## src/rtl/idu_decode.sv

```systemverilog
// RV32I decode stage: accepts {inst, pc} fetch packets, decodes one instruction per
// transfer and holds the registered control/operand bundle for the execute stage.
module idu_decode #(
  parameter int unsigned WIDTH = 32
) (
  input  logic               clk,
  input  logic               rst,
  input  logic               ifu_valid,
  input  logic [2*WIDTH-1:0] ifu_data,
  output logic               idu_ready,
  input  logic               flush,
  output logic               idu_valid,
  input  logic               exu_ready,
  output logic [WIDTH-1:0]   dec_pc,
  output logic [4:0]         dec_rd,
  output logic [4:0]         dec_rs1,
  output logic [4:0]         dec_rs2,
  output logic [WIDTH-1:0]   dec_imm,
  output logic [2:0]         dec_funct3,
  output logic [3:0]         dec_alu_op,
  output logic               dec_alu_src_imm,
  output logic               dec_wen,
  output logic               dec_mem_ren,
  output logic               dec_mem_wen,
  output logic               dec_branch,
  output logic               dec_jal,
  output logic               dec_jalr,
  output logic               dec_lui,
  output logic               dec_auipc,
  output logic               dec_ebreak,
  output logic               dec_illegal
);

  localparam int unsigned REG_W    = 5;
  localparam int unsigned ALU_W    = 4;
  localparam int unsigned F3_W     = 3;
  localparam int unsigned OPCODE_W = 7;

  localparam logic [OPCODE_W-1:0] OPC_LOAD     = 7'b0000011;
  localparam logic [OPCODE_W-1:0] OPC_MISC_MEM = 7'b0001111;
  localparam logic [OPCODE_W-1:0] OPC_OP_IMM   = 7'b0010011;
  localparam logic [OPCODE_W-1:0] OPC_AUIPC    = 7'b0010111;
  localparam logic [OPCODE_W-1:0] OPC_STORE    = 7'b0100011;
  localparam logic [OPCODE_W-1:0] OPC_OP       = 7'b0110011;
  localparam logic [OPCODE_W-1:0] OPC_LUI      = 7'b0110111;
  localparam logic [OPCODE_W-1:0] OPC_BRANCH   = 7'b1100011;
  localparam logic [OPCODE_W-1:0] OPC_JALR     = 7'b1100111;
  localparam logic [OPCODE_W-1:0] OPC_JAL      = 7'b1101111;
  localparam logic [OPCODE_W-1:0] OPC_SYSTEM   = 7'b1110011;

  localparam logic [WIDTH-1:0] INST_EBREAK = 32'h0010_0073;

  typedef enum logic [ALU_W-1:0] {
    ALU_ADD  = 4'd0,
    ALU_SUB  = 4'd1,
    ALU_SLL  = 4'd2,
    ALU_SLT  = 4'd3,
    ALU_SLTU = 4'd4,
    ALU_XOR  = 4'd5,
    ALU_SRL  = 4'd6,
    ALU_SRA  = 4'd7,
    ALU_OR   = 4'd8,
    ALU_AND  = 4'd9
  } alu_op_e;

  typedef enum logic [2:0] {
    FMT_NONE = 3'd0,
    FMT_I    = 3'd1,
    FMT_S    = 3'd2,
    FMT_B    = 3'd3,
    FMT_U    = 3'd4,
    FMT_J    = 3'd5
  } imm_fmt_e;

  typedef struct packed {
    logic [WIDTH-1:0] pc;
    logic [REG_W-1:0] rd;
    logic [REG_W-1:0] rs1;
    logic [REG_W-1:0] rs2;
    logic [WIDTH-1:0] imm;
    logic [F3_W-1:0]  funct3;
    logic [ALU_W-1:0] alu_op;
    logic             alu_src_imm;
    logic             wen;
    logic             mem_ren;
    logic             mem_wen;
    logic             branch;
    logic             jal;
    logic             jalr;
    logic             lui;
    logic             auipc;
    logic             ebreak;
    logic             illegal;
  } dec_bundle_t;

  // Register-op ALU select; alt is funct7[5], allow_sub is 0 for immediate ops.
  function automatic logic [ALU_W-1:0] alu_from_funct3(input logic [F3_W-1:0] f3,
                                                      input logic alt,
                                                      input logic allow_sub);
    logic [ALU_W-1:0] op;
    case (f3)
      3'd0:    op = (alt && allow_sub) ? ALU_SUB : ALU_ADD;
      3'd1:    op = ALU_SLL;
      3'd2:    op = ALU_SLT;
      3'd3:    op = ALU_SLTU;
      3'd4:    op = ALU_XOR;
      3'd5:    op = alt ? ALU_SRA : ALU_SRL;
      3'd6:    op = ALU_OR;
      default: op = ALU_AND;
    endcase
    return op;
  endfunction

  logic [WIDTH-1:0]    inst;
  logic [WIDTH-1:0]    pc;
  logic [OPCODE_W-1:0] opcode;
  logic [F3_W-1:0]     funct3;
  logic [6:0]          funct7;
  logic [REG_W-1:0]    rd;

  imm_fmt_e         imm_fmt;
  logic [WIDTH-1:0] imm;
  logic [ALU_W-1:0] alu_op;
  logic             src_imm;
  logic             wr_class;
  logic             is_load;
  logic             is_store;
  logic             is_branch;
  logic             is_jal;
  logic             is_jalr;
  logic             is_lui;
  logic             is_auipc;
  logic             is_ebreak;
  logic             is_illegal;
  logic             kill;

  dec_bundle_t dec_bundle;
  dec_bundle_t bundle_d;
  dec_bundle_t bundle_q;
  logic        valid_d;
  logic        valid_q;
  logic        in_xfer;
  logic        out_xfer;

  assign inst   = ifu_data[2*WIDTH-1:WIDTH];
  assign pc     = ifu_data[WIDTH-1:0];
  assign opcode = inst[6:0];
  assign funct3 = inst[14:12];
  assign funct7 = inst[31:25];
  assign rd     = inst[11:7];

  // Opcode classification, legality and ALU operation select.
  always_comb begin
    imm_fmt    = FMT_NONE;
    alu_op     = ALU_ADD;
    src_imm    = 1'b0;
    wr_class   = 1'b0;
    is_load    = 1'b0;
    is_store   = 1'b0;
    is_branch  = 1'b0;
    is_jal     = 1'b0;
    is_jalr    = 1'b0;
    is_lui     = 1'b0;
    is_auipc   = 1'b0;
    is_ebreak  = 1'b0;
    is_illegal = 1'b0;
    case (opcode)
      OPC_OP: begin
        wr_class   = 1'b1;
        alu_op     = alu_from_funct3(funct3, funct7[5], 1'b1);
        is_illegal = !((funct7 == 7'h00) ||
                       ((funct7 == 7'h20) && ((funct3 == 3'd0) || (funct3 == 3'd5))));
      end
      OPC_OP_IMM: begin
        wr_class = 1'b1;
        src_imm  = 1'b1;
        imm_fmt  = FMT_I;
        alu_op   = alu_from_funct3(funct3, funct7[5], 1'b0);
        if (funct3 == 3'd1) begin
          is_illegal = (funct7 != 7'h00);
        end else if (funct3 == 3'd5) begin
          is_illegal = (funct7 != 7'h00) && (funct7 != 7'h20);
        end
      end
      OPC_LOAD: begin
        wr_class   = 1'b1;
        src_imm    = 1'b1;
        imm_fmt    = FMT_I;
        is_load    = 1'b1;
        is_illegal = (funct3 == 3'd3) || (funct3 == 3'd6) || (funct3 == 3'd7);
      end
      OPC_STORE: begin
        src_imm    = 1'b1;
        imm_fmt    = FMT_S;
        is_store   = 1'b1;
        is_illegal = (funct3 >= 3'd3);
      end
      OPC_BRANCH: begin
        imm_fmt    = FMT_B;
        is_branch  = 1'b1;
        is_illegal = (funct3 == 3'd2) || (funct3 == 3'd3);
      end
      OPC_JAL: begin
        wr_class = 1'b1;
        src_imm  = 1'b1;
        imm_fmt  = FMT_J;
        is_jal   = 1'b1;
      end
      OPC_JALR: begin
        wr_class   = 1'b1;
        src_imm    = 1'b1;
        imm_fmt    = FMT_I;
        is_jalr    = 1'b1;
        is_illegal = (funct3 != 3'd0);
      end
      OPC_LUI: begin
        wr_class = 1'b1;
        src_imm  = 1'b1;
        imm_fmt  = FMT_U;
        is_lui   = 1'b1;
      end
      OPC_AUIPC: begin
        wr_class = 1'b1;
        src_imm  = 1'b1;
        imm_fmt  = FMT_U;
        is_auipc = 1'b1;
      end
      OPC_MISC_MEM: begin
        // FENCE retires as a no-op in this in-order pipeline.
        imm_fmt = FMT_I;
      end
      OPC_SYSTEM: begin
        imm_fmt    = FMT_I;
        is_ebreak  = (inst == INST_EBREAK);
        is_illegal = (inst != INST_EBREAK);
      end
      default: begin
        // Also catches inst[1:0] != 2'b11, since every known opcode ends in 2'b11.
        is_illegal = 1'b1;
      end
    endcase
  end

  // Immediate assembly by instruction format.
  always_comb begin
    imm = '0;
    case (imm_fmt)
      FMT_I:   imm = {{20{inst[31]}}, inst[31:20]};
      FMT_S:   imm = {{20{inst[31]}}, inst[31:25], inst[11:7]};
      FMT_B:   imm = {{19{inst[31]}}, inst[31], inst[7], inst[30:25], inst[11:8], 1'b0};
      FMT_U:   imm = {inst[31:12], 12'b0};
      FMT_J:   imm = {{11{inst[31]}}, inst[31], inst[19:12], inst[20], inst[30:21], 1'b0};
      default: imm = '0;
    endcase
  end

  // Assemble the decoded bundle; illegal and ebreak suppress all side effects.
  always_comb begin
    kill                   = is_illegal | is_ebreak;
    dec_bundle             = '0;
    dec_bundle.pc          = pc;
    dec_bundle.rd          = rd;
    dec_bundle.rs1         = inst[19:15];
    dec_bundle.rs2         = inst[24:20];
    dec_bundle.imm         = imm;
    dec_bundle.funct3      = funct3;
    dec_bundle.alu_op      = alu_op;
    dec_bundle.alu_src_imm = src_imm;
    dec_bundle.wen         = wr_class & (rd != 5'd0) & ~kill;
    dec_bundle.mem_ren     = is_load & ~kill;
    dec_bundle.mem_wen     = is_store & ~kill;
    dec_bundle.branch      = is_branch & ~kill;
    dec_bundle.jal         = is_jal & ~kill;
    dec_bundle.jalr        = is_jalr & ~kill;
    dec_bundle.lui         = is_lui;
    dec_bundle.auipc       = is_auipc;
    dec_bundle.ebreak      = is_ebreak;
    dec_bundle.illegal     = is_illegal;
  end

  // Ready while the slot is empty or draining; reset and flush both block acceptance.
  assign idu_ready = rst & ~flush & (~valid_q | exu_ready);
  assign in_xfer   = ifu_valid & idu_ready;
  assign out_xfer  = valid_q & exu_ready;

  // Output slot next state: flush beats load, load beats drain, otherwise hold.
  always_comb begin
    valid_d  = valid_q;
    bundle_d = bundle_q;
    if (flush) begin
      valid_d = 1'b0;
    end else if (in_xfer) begin
      valid_d  = 1'b1;
      bundle_d = dec_bundle;
    end else if (out_xfer) begin
      valid_d = 1'b0;
    end
  end

  // Output slot registers, cleared asynchronously.
  always_ff @(posedge clk or negedge rst) begin
    if (!rst) begin
      valid_q  <= 1'b0;
      bundle_q <= '0;
    end else begin
      valid_q  <= valid_d;
      bundle_q <= bundle_d;
    end
  end

  assign idu_valid       = valid_q;
  assign dec_pc          = bundle_q.pc;
  assign dec_rd          = bundle_q.rd;
  assign dec_rs1         = bundle_q.rs1;
  assign dec_rs2         = bundle_q.rs2;
  assign dec_imm         = bundle_q.imm;
  assign dec_funct3      = bundle_q.funct3;
  assign dec_alu_op      = bundle_q.alu_op;
  assign dec_alu_src_imm = bundle_q.alu_src_imm;
  assign dec_wen         = bundle_q.wen;
  assign dec_mem_ren     = bundle_q.mem_ren;
  assign dec_mem_wen     = bundle_q.mem_wen;
  assign dec_branch      = bundle_q.branch;
  assign dec_jal         = bundle_q.jal;
  assign dec_jalr        = bundle_q.jalr;
  assign dec_lui         = bundle_q.lui;
  assign dec_auipc       = bundle_q.auipc;
  assign dec_ebreak      = bundle_q.ebreak;
  assign dec_illegal     = bundle_q.illegal;

endmodule

```

## config.mk

```make
export PLATFORM = sky130hd
export DESIGN_NAME = idu_decode
export DESIGN_NICKNAME = d
export VERILOG_FILES = /design/src/rtl/idu_decode.sv
export SDC_FILE = /design/constraint.sdc
export NUM_CORES = 1
export LEC_CHECK = 0
export BUFFER_PORTS_ARGS = -buffer_cell sky130_fd_sc_hd__buf_4
export CAP_MARGIN = 20
export CORE_MARGIN = 3
export CORE_UTILIZATION = 49
export DETAILED_ROUTE_END_ITERATION = 7
export GPL_ROUTABILITY_DRIVEN = 0
export PLACE_DENSITY = 0.85
export REMOVE_ABC_BUFFERS = 1
export SYNTH_ARGS = -nofsm -noshare
export SYNTH_HDL_FRONTEND = slang
export SYNTH_SLANG_ARGS = --single-unit
```

## constraint.sdc

```tcl
create_clock -name clk -period 2.1 [get_ports clk]
set_input_delay 0.105 -clock clk [delete_from_list [all_inputs] [get_ports clk]]
set_output_delay 0.105 -clock clk [all_outputs]
set_load 0.005 [all_outputs]
```

# == Yosys cells after proc, flatten, opt, wreduce, memory -nomap -nowiden ==
# Cells that the tools add are included.
# totals
reg_bits,98
in_bits,69
output_inout_bits,99
elab_cells,106
# classes
magnitude_cmp,1
n_eq_ne,27
muxes,23
n_bitwise,16
n_reduce_logical,20
# ops
cell,count
32-bit case mux with 5 select lines,1
4-bit case mux with 7 select lines,2
"32-bit by 21-bit equality test with 1-bit output, second input constant",1
"32-bit by 21-bit inequality test with 1-bit output, second input constant",1
"7-bit by 6-bit equality test with 1-bit output, second input constant",4
"7-bit equality test, second input constant",4
"3-bit equality test, second input constant",6
1-bit two-way mux,17
3-bit case mux with 5 select lines,1
"7-bit by 5-bit equality test with 1-bit output, second input constant",2
7-bit OR reduction,2
"3-bit by 2-bit equality test with 1-bit output, second input constant",4
1-bit bitwise AND,11
1-bit case mux with 8 select lines,1
4-bit case mux with 2 select lines,1
"7-bit by 2-bit equality test with 1-bit output, second input constant",1
"7-bit by 4-bit equality test with 1-bit output, second input constant",1
7-bit logical NOT,1
"7-bit by 6-bit inequality test with 1-bit output, second input constant",1
7-bit nonzero test,1
"3-bit by 1-bit equality test with 1-bit output, second input constant",2
3-bit nonzero test,2
1-bit logical OR,5
5-bit nonzero test,1
other kinds (10),14

# == Longest topological paths before layout ==
# depth
depth_word,9
mapped_depth,7
mapped_depth_nobuf,5

# == Least setup slack after synthesis ==
# Ideal clock, no wire load.
# synth_timing
path_kind,input to register
from,input ifu_data[44]
to,"register bundle_q, in the netlist dec_jal"
setup_ns,0.068
arrival_ns,1.654
required_ns,2.032
path_slack_ns,0.378
stages,6
n_path_buf,1
cell_sequence,buf_6 or4b_4 o2111ai_2 a311oi_2 a2111oi_4 a32o_1
# synth_between
elab_chain_cells,9
word_cells_on_any_way,25
cone_classes,order compare (1); eq/ne (8); mux (4); bitwise (3); reduce/logical (9)
# synth_lines
element,line,source
from (decl),9,"input logic [2*WIDTH-1:0] ifu_data,"
3-bit equality test / 3-bit logical NOT (equally long branches),"172, 181",
1-bit logical OR,172,((funct7 == 7'h20) && ((funct3 == 3'd0) || (funct3 == 3'd5))));
1-bit logical AND,172,
1-bit logical OR,171,is_illegal = !((funct7 == 7'h00) ||
1-bit logical NOT,171,
1-bit case mux with 8 select lines,167,case (opcode)
1-bit OR *,259,kill = is_illegal | is_ebreak;
1-bit inverter *,273,dec_bundle.jal = is_jal & ~kill;
1-bit bitwise AND *,273,
to (signal assigned),307,bundle_q <= bundle_d;
to (decl),139,dec_bundle_t bundle_q;
# Every way passes the cells marked *; elsewhere a longest branch is shown, timed or not.
# A chain may end at the register's enable or synchronous reset.

# == Final worst setup path ==
# layout_timing
from,register valid_q (netlist: idu_valid)
to,"register bundle_q, in the netlist dec_mem_ren"
# layout_between
elab_chain_cells,5
# layout_lines
element,line,source
from (decl),141,logic valid_q;
from (signal assigned),306,valid_q <= valid_d;
1-bit inverter,282,assign idu_ready = rst & ~flush & (~valid_q | exu_ready);
1-bit OR,282,
1-bit bitwise AND,282,
1-bit bitwise AND,283,assign in_xfer = ifu_valid & idu_ready;
2-bit AND reduction (no source line),n/a,
# Every way passes these cells.

==> flow_metrics.py <==
metrics = {
    "status": {
        "status": "complete, no violations",
    },
    "logic_synthesis": {
        "synth-xor-area-share_pct": 0.201,
        "synth-compound-area-share_pct": 15.5,
        "synth_top_family_by_area": "simple AND/OR/NAND/NOR gates",
        "netlist_area_mm2": 0.00435,
        "synthSimpleGateAreaFrac_pct": 23.7,
        "syn-instance-count": 451,
        "synth_seq_cells": 98,
        "ys_warn_count": 0,
        "ys_types": 52,
        "synthMuxAreaShare_pct": 0.950,
        "synthTopCellsByCount": "nand2_1 (177), dfrtp_1 (98), a221o_1 (20), clkbuf_1 (19), nor2_1 (18)",
        "synth_most_common_cell": "nand2_1",
        "async_flop_share_pct": 100,
        "synth_top_area_share_pct": 56.4,
        "ys_seq_area_share_pct": 56.4,
        "synth_fa_ha_area_share_pct": 0,
        "synth_top_flop_cell": "dfrtp_1",
        "netlist_top_cells_area": "dfrtp_1 (56%), nand2_1 (15%), a221o_1 (4.6%)",
        "avgSynthCellArea_um2": 9.64,
        "synth_edf_count": 0,
        "synth_top_area_cell": "dfrtp_1",
    },
    "die": {
        "coreArea_mm2": 0.00842,
        "initial_core_util_pct": 51.6,
        "fp.dieW_um": 100,
        "chipHeight_um": 100,
        "die-area_mm2": 0.0100,
        "ios": 168,
        "rows": 33,
    },
    "clocking": {
        "cts_resized": 0,
        "cts_buffers": 9,
        "tritoncts": "built",
        "clkSinkCount": 98,
        "cts_root_buf": "clkbuf_8",
        "insertion_delay_ns": 0.35,
        "h-tree-depth": 3,
        "clk_pin_slew_ns": 0.10,
        "clk_path_buf_depth": 2,
    },
    "route": {
        "vias": 4337,
        "route.detailed.drc": 0,
        "first_pass_iters": 5,
        "drt_first_iter_violations": 234,
        "viasPerCell": 5.61,
        "wl_per_cell_um": 18.6,
        "ant_nets": 0,
        "routed_wl_um": 14300,
    },
    "sta": {
        "slew_viol_final": 0,
        "rsz0062_at_grt": "no",
        "hold_viol": 0,
        "setup_viol": 0,
        "fmax_mhz": 505,
        "slew-limit-headroom_pct": 42.1,
        "max_slew.worst_pin.slew_ns": 0.869,
        "fin_crit_sh_pct": 94.3,
        "fin_crit_ns": 1.98,
        "finClkSkew_ns": 0.00442,
    },
    "placed_design": {
        "hpwlAfterDp_um": 9420,
        "postPlaceCellArea_mm2": 0.00569,
        "io_buffers": 167,
    },
    "cells_and_area": {
        "fin_util_pct": 76.1,
        "layout.nets": 731,
        "final_area_mm2": 0.00641,
        "fill_cells": 568,
        "drive_above_1_share_pct": 30.8,
        "area_growth_pct": 47.5,
    },
    "global_routing": {
        "track_usage_pct": 28.5,
        "grt_first_pass_wirelength_um": 22500,
        "grt_pass1_vias": 4327,
        "antenna_found_initial": 1,
        "grt-ovfl-total": 0,
        "grt_max_degree": 70,
    },
    "worst_hold_path": {
        "hold_class": "primary input to flip-flop",
    },
    "power_and_ir_drop": {
        "vdd_drop_max_uv": 410,
        "p_leak_uw": 0.00326,
        "powerDensity_mw_per_mm2": 670,
    },
    "setup_path": {
        "arrival_ns": 2.28,
        "end_kind": "flip-flop",
        "cp.required_ns": 2.40,
        "worstSetupStartpointType": "flip-flop",
        "path_class": "flip-flop to flip-flop",
        "cp_max_fo": 7,
    },
    "run": {
        "maxCapViolCount": 0,
    },
}
-- metal layers --
layer	vias to the layer above	share of wire (%)	GRT usage, %
met3	34	9.7	7.64
met5	-	0.091	0
met1	2098	39	36.5
met4	2	2.5	10.1
li1	1976	-	-
met2	227	49	46.8
-- metrics by stage --
stage	cells	hold slack (ns)	setup TNS [ns]	total power, uW	worst slack [ns]
global route	771	0.00599	0	4500	0.00134
global placement	704	0.150	0	2970	0.193
CTS	771	0.000409	0	4280	0.133
floorplan	421	-0.191	-44.35	2450	-0.784
finish	773	0.0134	0	4290	0.120
detailed placement	704	0.157	0	3010	0.154
-- final cells by class --
type / instances / area [um2] / area share, %
timing repair buffer: 230 / 1860 / 29.0
tap: 105 / 131 / 2.05
clock inverter: 6 / 67.6 / 1.05
sequential: 98 / 2450 / 38.3
antenna: 2 / 5.00 / 0.0781
clock buffer: 9 / 124 / 1.93
inverter: 4 / 15.0 / 0.234
multi-input combinational: 319 / 1760 / 27.4
-- flip-flops by register name (all words and copies together) (netlist names), 3 cells and up --
| name | cells |
|---|---|
| dec_rd | 5 |
| dec_rs2 | 5 |
| dec_alu_op | 4 |
| dec_imm | 32 |
| dec_rs1 | 5 |
| dec_funct3 | 3 |
| dec_pc | 32 |
-- power by group --
group / internal (uW) / leakage (uW) / switching (uW) / total (uW)
clock: 549 / 0.0000917 / 661 / 1210
sequential: 2070 / 0.00128 / 114 / 2180
combinational: 476 / 0.00188 / 426 / 902
total: 3090 / 0.00326 / 1200 / 4290
-- path summary, 6_finish.rpt --
path / startpoint / to / slack, ns / depth (start not counted)
max: idu_valid$_DFFE_PN0P_ / dec_mem_ren$_DFFE_PN0P_ / 0.12 / 5
min: ifu_data[61] / dec_imm[29]$_DFFE_PN0P_ / 0.01 / 2
max reg2reg: idu_valid$_DFFE_PN0P_ / dec_mem_ren$_DFFE_PN0P_ / 0.12 / 5
min reg2reg: dec_rs1[1]$_DFFE_PN0P_ / dec_rs1[1]$_DFFE_PN0P_ / 0.49 / 2
max in group asynchronous: rst / dec_imm[9]$_DFFE_PN0P_ / 0.55 / 4
min in group asynchronous: rst / dec_pc[23]$_DFFE_PN0P_ / 0.36 / 3
-- kinds of logic (layout without fill, tap and decap cells) --
group	after synthesis	count (layout)
buffers and inverters	34	249
muxes	4	4
and+or+nand+nor	234	234
AOI/OAI and AO/OA	80	80
DFF	98	98
other	0	2
xor gates and xnor gates	1	1
-- worst max-delay path: stages (launching register included) --
cell and delay (ns):
dfrtp_1 0.41, nand2b_1 0.12, and4b_2 0.37, o41ai_1 0.17, a2111oi_4 0.59, a32o_1 0.26
-- repair_timing --
item,in CTS,in global routing
hold buffers,52,0
hold endpoints to repair,85,0
setup endpoints to repair,0,6
setup buffers,0,0
-- cells in the final DEF, fill, tap and decap left out, drive strengths merged, types with 6 or more instances in the layout --
cell type    Yosys  final
buf             11    178
o21ai           19     19
clkbuf          19      9
nand2          177    177
a32o             6      6
a21oi            6      6
a22oi            6      6
dlygate4sd3      0     52
nor2            18     18
dfrtp           98     98
a221o           20     20
Power figures use the tool's default switching activity.
